**config.mk**
```make
export PLATFORM = sky130hd
export DESIGN_NAME = pll_lock_supervisor
export DESIGN_NICKNAME = d
export VERILOG_FILES = /design/src/rtl/pll_sup_pkg.sv /design/src/rtl/sync_2ff.sv /design/src/rtl/pll_lock_supervisor.sv
export SDC_FILE = /design/constraint.sdc
export NUM_CORES = 1
export LEC_CHECK = 0
export CORE_ASPECT_RATIO = 1.4
export CORE_UTILIZATION = 56
export CTS_CLUSTER_SIZE = 10
export DETAILED_ROUTE_END_ITERATION = 8
export DONT_BUFFER_PORTS = 1
export GPL_TIMING_DRIVEN = 1
export PLACE_DENSITY = 0.74
export RECOVER_POWER = 100
export SLEW_MARGIN = 10
export SYNTH_ARGS = -nofsm -noshare
export SYNTH_HDL_FRONTEND = slang
export SYNTH_HIERARCHICAL = 1
export SYNTH_SLANG_ARGS = --single-unit
```
**constraint.sdc**
```tcl
create_clock -name clk -period 1.8 [get_ports clk]
set_input_delay 0 -clock clk [delete_from_list [all_inputs] [get_ports clk]]
set_output_delay 0 -clock clk [all_outputs]
set_load 0.005 [all_outputs]
```
**src/rtl/pll_sup_pkg.sv**
```systemverilog
// Shared types and helpers for the PLL lock supervisor.
// State encoding, synchroniser depth and parameter range checks.
package pll_sup_pkg;

    typedef enum logic [2:0] {
        RESET_PLL = 3'd0,
        WAIT_LOCK = 3'd1,
        STABLE    = 3'd2,
        RUN       = 3'd3,
        FAIL      = 3'd4
    } state_e;

    localparam int SYNC_STAGES = 2;

    // True when a non-negative value is representable in width bits.
    function automatic bit fits(input int value, input int width);
        return (value >= 0) && ((longint'(value) >> width) == 64'd0);
    endfunction

endpackage

```
**src/rtl/sync_2ff.sv**
```systemverilog
// Generic 1-bit multi-flop synchroniser, async active-low reset to 0.
// Reusable for any PLL LOCK or similar asynchronous level.
module sync_2ff
    import pll_sup_pkg::*;
(
    input  logic clk,
    input  logic rst_n,
    input  logic d,
    output logic q
);

    logic [SYNC_STAGES-1:0] sync_q;
    logic [SYNC_STAGES-1:0] sync_d;

    always_comb begin
        sync_d = {sync_q[SYNC_STAGES-2:0], d};
    end

    always_ff @(posedge clk or negedge rst_n) begin
        if (!rst_n) begin
            sync_q <= '0;
        end else begin
            sync_q <= sync_d;
        end
    end

    assign q = sync_q[SYNC_STAGES-1];

endmodule

```
**src/rtl/pll_lock_supervisor.sv**
```systemverilog
// Drives PLL reset from synchronised LOCK, releases downstream reset
// after stable lock, retries on timeout and latches a terminal failure.
module pll_lock_supervisor
    import pll_sup_pkg::*;
#(
    parameter int RST_CYCLES    = 16,
    parameter int LOCK_TIMEOUT  = 50000,
    parameter int STABLE_CYCLES = 5000,
    parameter int LOSS_FILT     = 8,
    parameter int MAX_RETRY     = 4,
    parameter int CNT_W         = 16
) (
    input  logic       clk,
    input  logic       rst_n,
    input  logic       pll_lock,
    output logic       pll_rst,
    output logic       sys_rst_n,
    output logic       pll_ready,
    output logic       fail,
    output logic [2:0] retry_cnt,
    output logic [7:0] loss_cnt
);

    if (MAX_RETRY < 1 || MAX_RETRY > 7) begin : g_bad_retry
        $error("MAX_RETRY must be within 1..7");
    end
    if (RST_CYCLES < 1 || LOCK_TIMEOUT < 2 ||
        STABLE_CYCLES < 1 || LOSS_FILT < 1) begin : g_bad_range
        $error("cycle parameters below minimum");
    end
    if (!fits(RST_CYCLES, CNT_W) || !fits(LOCK_TIMEOUT, CNT_W) ||
        !fits(STABLE_CYCLES, CNT_W) ||
        !fits(LOSS_FILT, CNT_W)) begin : g_bad_width
        $error("CNT_W too narrow for cycle parameters");
    end

    localparam logic [CNT_W-1:0] RST_LAST = CNT_W'(RST_CYCLES - 1);
    localparam logic [CNT_W-1:0] TO_LAST  = CNT_W'(LOCK_TIMEOUT - 1);
    localparam logic [CNT_W-1:0] ST_LAST  = CNT_W'(STABLE_CYCLES - 1);
    localparam logic [CNT_W-1:0] LF_LAST  = CNT_W'(LOSS_FILT - 1);
    localparam logic [2:0]       RETRY_MX = 3'(MAX_RETRY);

    logic lock_s;

    sync_2ff u_sync (
        .clk   (clk),
        .rst_n (rst_n),
        .d     (pll_lock),
        .q     (lock_s)
    );

    state_e           state_q, state_d;
    logic [CNT_W-1:0] timer_q, timer_d;
    logic [2:0]       retry_q, retry_d;
    logic [7:0]       loss_q, loss_d;
    logic             pll_rst_q, pll_rst_d;
    logic             run_q, run_d;
    logic             fail_q, fail_d;
    logic [2:0]       retry_inc;

    assign retry_inc = retry_q + 3'd1;

    always_comb begin
        state_d = state_q;
        timer_d = timer_q + 1'b1;
        retry_d = retry_q;
        loss_d  = loss_q;
        unique case (state_q)
            RESET_PLL: begin
                if (timer_q == RST_LAST) begin
                    state_d = WAIT_LOCK;
                    timer_d = '0;
                end
            end
            WAIT_LOCK: begin
                // Lock seen on the timeout cycle wins over the retry.
                if (lock_s) begin
                    state_d = STABLE;
                    timer_d = '0;
                end else if (timer_q == TO_LAST) begin
                    retry_d = retry_inc;
                    timer_d = '0;
                    state_d = (retry_inc == RETRY_MX) ? FAIL : RESET_PLL;
                end
            end
            STABLE: begin
                if (!lock_s) begin
                    state_d = WAIT_LOCK;
                    timer_d = '0;
                end else if (timer_q == ST_LAST) begin
                    state_d = RUN;
                    timer_d = '0;
                    retry_d = '0;
                end
            end
            RUN: begin
                if (lock_s) begin
                    timer_d = '0;
                end else if (timer_q == LF_LAST) begin
                    state_d = RESET_PLL;
                    timer_d = '0;
                    if (loss_q != 8'hFF) begin
                        loss_d = loss_q + 8'd1;
                    end
                end
            end
            FAIL: begin
                timer_d = timer_q;
            end
            default: begin
                state_d = RESET_PLL;
                timer_d = '0;
            end
        endcase
        pll_rst_d = (state_d == RESET_PLL) || (state_d == FAIL);
        run_d     = (state_d == RUN);
        fail_d    = (state_d == FAIL);
    end

    always_ff @(posedge clk or negedge rst_n) begin
        if (!rst_n) begin
            state_q   <= RESET_PLL;
            timer_q   <= '0;
            retry_q   <= '0;
            loss_q    <= '0;
            pll_rst_q <= 1'b1;
            run_q     <= 1'b0;
            fail_q    <= 1'b0;
        end else begin
            state_q   <= state_d;
            timer_q   <= timer_d;
            retry_q   <= retry_d;
            loss_q    <= loss_d;
            pll_rst_q <= pll_rst_d;
            run_q     <= run_d;
            fail_q    <= fail_d;
        end
    end

    assign pll_rst   = pll_rst_q;
    assign sys_rst_n = run_q;
    assign pll_ready = run_q;
    assign fail      = fail_q;
    assign retry_cnt = retry_q;
    assign loss_cnt  = loss_q;

endmodule
```
==> results.sh, run 1 <==
export IMPL_p_leak_uw=0.00115
export IMPL_hold_viol=0
export IMPL_cts_root_buf="clkbuf_8"
export IMPL_tightest_slew_ns=0.847
export IMPL_p_per_area_nw_per_um2=921
export IMPL_dp_slack_ns=-0.285
export IMPL_rsz0062_at_grt="true"
export IMPL_cpPeakStageDelay_ns=0.56
export IMPL_ir_worst_vdd_mv=0.955
export IMPL_drive_gt1_share_pct=32.4
export IMPL_clockBufferDepth=2
export IMPL_grtUsageTotal_pct=29.5
export IMPL_core_sq_um=3210
export IMPL_drc=0
export IMPL_required_ns=1.97
export IMPL_grt_pass1_wl_mm=8.05
export IMPL_antennaDiodeCount=0
export IMPL_fillers=206
export IMPL_gp_congestion=0.922
export IMPL_grt_max_degree=36
export IMPL_syn_nets=211
export IMPL_fin_crit_sh_pct=116
export IMPL_clock_sink_count=35
export IMPL_netlist_area_leader_share_pct=44.1
export IMPL_grt_pass1_vias=1820
export IMPL_r2r_start="timer_q[7]$_DFFE_PN0P_"
export IMPL_die_w_um=51.6
export IMPL_cp_slowest_cell="or4_4"
export IMPL_ctsHtreeMaxLevel=2
export IMPL_yosys_warnings=6
export IMPL_r2r_end="pll_ready$_DFF_PN0_"
export IMPL_grt_overflow_total=0
export IMPL_synth_area_leader_cell="dfrtp_1"
export IMPL_io_pins=18
export IMPL_critPathArrivalTime_ns=2.27
export IMPL_fmax_ghz=0.477
export IMPL_vias=1777
export IMPL_outcome="finished with violations"
export IMPL_die_area_sq_um=3690
export IMPL_clk_latency_ns=0.29
export IMPL_hold_path_startpoint="pll_lock"
export IMPL_cpLargestDelayFamily="simple AND/OR/NAND/NOR gates"
export IMPL_drv_cap=0
export IMPL_firstDrtPassIters=4
export IMPL_die_h_um=71.5
export IMPL_critPathLaunchType="register"
export IMPL_cts_made_buffers=5
export IMPL_setup_tns_ns=-5.12
export IMPL_portBuffers=0
export IMPL_hold_path_class="input port to register"
export IMPL_hold_depth=1
export IMPL_cts_tree="done"
export IMPL_first_iter_violations=75
export IMPL_cp_depth=6
export IMPL_worst_path_max_fanout=3
export IMPL_crit_chain="or4_4 -> o41ai_4 -> buf_4 -> buf_6 -> nand4b_1 -> and2_1"
export IMPL_drv_slew=0
export IMPL_drt_wirelength_per_cell_um=17.3
export IMPL_via_per_inst=6.15
export IMPL_r2r_slack_ns=-0.30
export IMPL_cp_buffers_inverters=2
export IMPL_syn_area_sq_um=1930
export IMPL_endpoint_kind="register"
export IMPL_reg2regPathDepth=6
export IMPL_syn_avg_cell_area_sq_um=9.46
export IMPL_synth_area_leaders="dfrtp_1 (44%), nand2_1 (5.8%), xnor2_1 (4.1%), nand4_1 (3.2%), ha_1 (2.6%)"
export IMPL_initial_core_util_pct=60.0
export IMPL_violations="setup timing"
export IMPL_hold_end="u_sync/sync_q[0]$_DFF_PN0_"
export IMPL_fin_ws_ns=-0.297
export IMPL_ant_nets=0
export IMPL_criticalPathCategory="register to register"
export IMPL_synthCells=204
export IMPL_antenna_found_initial=0
export IMPL_fin_util_pct=78.1
export IMPL_slew_headroom_pct=43.5
export IMPL_areaGrowthSynthToFinish_pct=30.0
export IMPL_routed_wl_mm=5.01
export IMPL_holdWs_ns=0.268
export IMPL_cts_clk_slew_worst_paths_ns=0.07
export IMPL_synth_cell_types=46
export IMPL_place_hpwl_mm=3.24
export IMPL_finalNetCount=256
export IMPL_finalSetupViolations=32
export IMPL_num_rows=24
export IMPL_clock_skew_ns=0.00526
export IMPL_synth_seq_area_share_pct=45.5
export IMPL_ys_ff_latch=35
export IMPL_period_needed_ns=2.10
==> what timing repair did <==
| item | in CTS | in global routing |
|---|---|---|
| hold buffers | 3 | 0 |
| setup endpoints to repair | 32 | 32 |
| gates resized for setup | 4 | 20 |
| setup buffers | 2 | 7 |
| endpoints found under the hold margin | 36 | 0 |
| pin swaps | 5 | 13 |
| gates cloned | 2 | 0 |
==> final cells by class <==
type                    count  area, sq um  area share, %
clock buffers               6         72.6           2.89
clock inverters             2         12.5          0.499
inverters                   8         30.0           1.20
multi-input cells         151         1090           43.5
flip-flops and latches     35          878           35.0
well taps                  39         48.8           1.95
repair buffers             48          374           14.9
==> synthesized netlist by cell type (all sizes together) <==
cell type / instances
a21oi: 3
xor2: 4
a41oi: 1
nor2b: 3
ha: 4
nor2: 15
inv: 8
o211ai: 1
or4: 2
o21ai: 12
o22ai: 8
and4b: 1
and2: 7
mux2: 2
nand2: 30
nor3: 4
nand2b: 1
nand3: 7
dfstp: 1
o41ai: 1
and3: 2
and4: 4
nand4: 10
buf: 8
xnor2: 9
nor4: 4
a31o: 2
nor4b: 1
o2111ai: 1
nand4b: 2
or3: 1
clkbuf: 4
nor4bb: 2
or4bb: 1
a22o: 3
dfrtp: 34
or3b: 1
==> worst max-delay path by stage <==
stage	start	to	slack (ns)
after floorplan	timer_q[7]$_DFFE_PN0P_	timer_q[14]$_DFFE_PN0P_	-0.13
after global placement	timer_q[7]$_DFFE_PN0P_	timer_q[14]$_DFFE_PN0P_	-0.19
after detailed placement	timer_q[0]$_DFFE_PN0P_	timer_q[14]$_DFFE_PN0P_	-0.29
after CTS	timer_q[7]$_DFFE_PN0P_	timer_q[1]$_DFFE_PN0P_	-0.23
after global routing	timer_q[11]$_DFFE_PN0P_	pll_ready$_DFF_PN0_	-0.35
final	timer_q[7]$_DFFE_PN0P_	pll_ready$_DFF_PN0_	-0.30
==> where the power goes <==
group	switching, uW	internal [uW]	total (uW)
logic	433	355	788
clock network	287	270	557
registers	89.3	875	965
total	809	1500	2310
==> kinds of logic after synthesis <==
group	count (synthesis)	synth area share [%]
simple gates	98	28.0
flops	35	45.5
compound gates	32	12.0
buf+inv	20	4.93
xor+xnor	13	5.90
fa+ha+maj	4	2.59
mux	2	1.17
==> layer usage <==
layer / routed length (um) / up-vias / global-route usage [%]
met3: 303 / 27 / 7.01
met2: 2620 / 78 / 51.9
met5: 0 / - / 0
met4: 258 / 0 / 16.8
met1: 1830 / 850 / 31.2
li1: - / 822 / -
==> layout by cell type (no fill, tap or decap), types with 3 or more instances in the layout <==
cell | Yosys | final
o21ai_0 | 3 | 3
buf_6 | 1 | 3
o21ai_1 | 8 | 7
ha_1 | 4 | 3
dfrtp_1 | 34 | 33
o22ai_1 | 7 | 6
nor2_4 | 1 | 4
nand3_1 | 7 | 7
and4_1 | 4 | 4
xnor2_1 | 9 | 9
a21oi_1 | 3 | 3
nor2b_1 | 3 | 3
buf_4 | 2 | 42
clkbuf_8 | 0 | 5
nand2_1 | 30 | 30
nor2_1 | 13 | 11
nand4_1 | 10 | 10
nor3_1 | 4 | 4
and2_1 | 7 | 6
inv_1 | 8 | 8
xor2_1 | 4 | 4
==> registers in the layout, summed over array words and instances (netlist names) <==
signal / flops
fail: 1
u_sync/sync_q: 2
retry_cnt: 3
loss_cnt: 8
timer_q: 16
pll_rst: 1
pll_ready: 1
state_q: 3
==> per-stage QoR <==
stage / cells / area (sq um) / total power, uW
after floorplan: 204 / 1950 / 1330
after global placement: 267 / 2200 / 1480
after detailed placement: 267 / 2200 / 1510
after CTS: 282 / 2380 / 2210
after global routing: 289 / 2510 / 2420
final: 289 / 2510 / 2310
(Power assumes the default switching activity.)
==> inputs of run 2 (changes only) <==
PLACE_DENSITY = 0.7   (was 0.74)
==> run 2 against run 1 <==
  * The flow still finishes with violations (setup timing)
  * Largest cell class unchanged
  * Clock skew rose by 0.0080 ns
  * Sequential cell count stayed put
  * Final cell count decreased by 1.4%
  * Critical path type unchanged
  * Maximum frequency rose by 3.4%
  * Utilization down 1.8 points
==> results.sh, run 2 (synthesized netlist as in run 1, its figures left out) <==
export IMPL_outcome="finished with violations"
export IMPL_violations="setup timing"
export IMPL_clk_latency_ns=0.29
export IMPL_worst_path_max_fanout=10
export IMPL_die_w_um=51.6
export IMPL_rsz0062_at_grt="true"
export IMPL_p_leak_uw=0.00114
export IMPL_grt_pass1_vias=1774
export IMPL_largest_reg_flops=16
export IMPL_finalNetCount=252
export IMPL_fin_util_pct=76.3
export IMPL_final_common_cell="buf_4"
export IMPL_ir_worst_vdd_mv=0.806
export IMPL_critPathLaunchType="register"
export IMPL_grt_max_degree=36
export IMPL_die_h_um=71.5
export IMPL_gp_congestion=0.930
export IMPL_initial_core_util_pct=60.0
export IMPL_place_hpwl_mm=3.35
export IMPL_io_pins=18
export IMPL_cts_tree="done"
export IMPL_criticalPathCategory="register to register"
export IMPL_p_per_area_nw_per_um2=949
export IMPL_clockBufferDepth=2
export IMPL_fmax_ghz=0.493
export IMPL_ctsHtreeMaxLevel=2
export IMPL_cts_root_buf="clkbuf_8"
export IMPL_core_sq_um=3210
export IMPL_grtUsageMet1_pct=31.8
export IMPL_drv_cap=0
export IMPL_grtUsageTotal_pct=28.9
export IMPL_fillers=209
export IMPL_grt_pass1_wl_mm=7.80
export IMPL_finalSetupViolations=32
export IMPL_tightest_slew_ns=0.833
export IMPL_drv_slew=0
export IMPL_portBuffers=0
export IMPL_cts_made_buffers=5
export IMPL_endpoint_kind="register"
export IMPL_critPathArrivalTime_ns=2.21
export IMPL_antenna_found_initial=0
export IMPL_hold_viol=0
export IMPL_grt_overflow_total=0
export IMPL_required_ns=1.99
export IMPL_vias=1726
export IMPL_num_rows=24
export IMPL_holdWs_ns=0.282
export IMPL_top_register="timer_q"
export IMPL_antennaDiodeCount=0
export IMPL_via_per_inst=6.06
export IMPL_clock_skew_ns=0.0133
export IMPL_fin_ws_ns=-0.228
export IMPL_use_met3_pct=4.88
export IMPL_areaGrowthSynthToFinish_pct=27.0
export IMPL_drive_gt1_share_pct=31.3
export IMPL_cts_clk_slew_worst_paths_ns=0.08
export IMPL_drt_wirelength_per_cell_um=16.5
export IMPL_firstDrtPassIters=4
export IMPL_clock_sink_count=35
export IMPL_hold_path_class="input port to register"
export IMPL_top_usage_layer="met2"
export IMPL_first_iter_violations=64
export IMPL_fin_crit_sh_pct=113
export IMPL_drc=0
export IMPL_routed_wl_mm=4.70
export IMPL_die_area_sq_um=3690
export IMPL_ant_nets=0
export IMPL_period_needed_ns=2.03
export IMPL_slew_headroom_pct=44.5
export IMPL_use_met2_pct=51.9
export IMPL_final_cell_mix="buf_4 (40), dfrtp_1 (34), nand2_1 (30), nor2_1 (13), nand4_1 (10)"
-- run 2: power by group --
group | switching (uW) | leakage [uW] | internal [uW]
Sequential | 66.3 | 0.000474 | 875
Clock | 279 | 0.0000482 | 309
Combinational | 430 | 0.000617 | 366
-- run 2: layer usage --
| metal | wire (um) | vias to the layer above | part of all wire [%] |
|---|---|---|---|
| met5 | 0 | - | 0 |
| met4 | 228 | 0 | 4.8 |
| met3 | 169 | 20 | 3.6 |
| met2 | 2480 | 55 | 53 |
| met1 | 1830 | 834 | 39 |
| li1 | - | 817 | - |
-- run 2: repair_timing --
action                                  CTS  global route
buffers inserted                          3             2
hold buffers                              3             0
resized for setup                         9             8
hold endpoints to repair                 36             0
pin swaps                                 3             5
endpoints found under the setup margin   30            32
gates cloned                              2             0
-- run 2: through the flow --
stage / cell area [sq um] / TNS (ns) / worst slack, ns / power [uW] / instances
after floorplan: 1950 / -1.52 / -0.133 / 1330 / 204
after global placement: 2200 / -2.97 / -0.195 / 1500 / 267
after detailed placement: 2200 / -4.83 / -0.291 / 1530 / 267
after CTS: 2410 / -2.85 / -0.171 / 2250 / 283
after global routing: 2450 / -5.59 / -0.270 / 2450 / 285
final: 2450 / -4.05 / -0.228 / 2330 / 285
-- run 2: final timing paths --
kind	start	endpoint	slack, ns	depth (start not counted)
min in group asynchronous	rst_n	timer_q[12]$_DFFE_PN0P_	0.34	2
min reg2reg	u_sync/sync_q[0]$_DFF_PN0_	u_sync/sync_q[1]$_DFF_PN0_	0.37	0
max in group asynchronous	rst_n	state_q[0]$_DFF_PN0_	0.93	2
max	timer_q[4]$_DFFE_PN0P_	timer_q[4]$_DFFE_PN0P_	-0.23	7
min	pll_lock	u_sync/sync_q[0]$_DFF_PN0_	0.28	1
max reg2reg	timer_q[4]$_DFFE_PN0P_	timer_q[4]$_DFFE_PN0P_	-0.23	7
-- run 2: final cells by class --
type                    count  area, sq um  share of cell area [%]
clock buffers               7         86.3                    3.52
clock inverters             1         5.00                   0.204
inverters                   8         30.0                    1.23
multi-input cells         151         1070                    43.5
flip-flops and latches     35          877                    35.8
well taps                  39         48.8                    1.99
repair buffers             44          337                    13.7
-- run 2: critical path, cell delays in order (launching register included) --
cell	delay, ns
dfrtp_1	0.43
nor4_2	0.40
buf_4	0.18
nand4_1	0.16
a22o_4	0.36
nor2_4	0.20
buf_4	0.15
o21ai_2	0.04
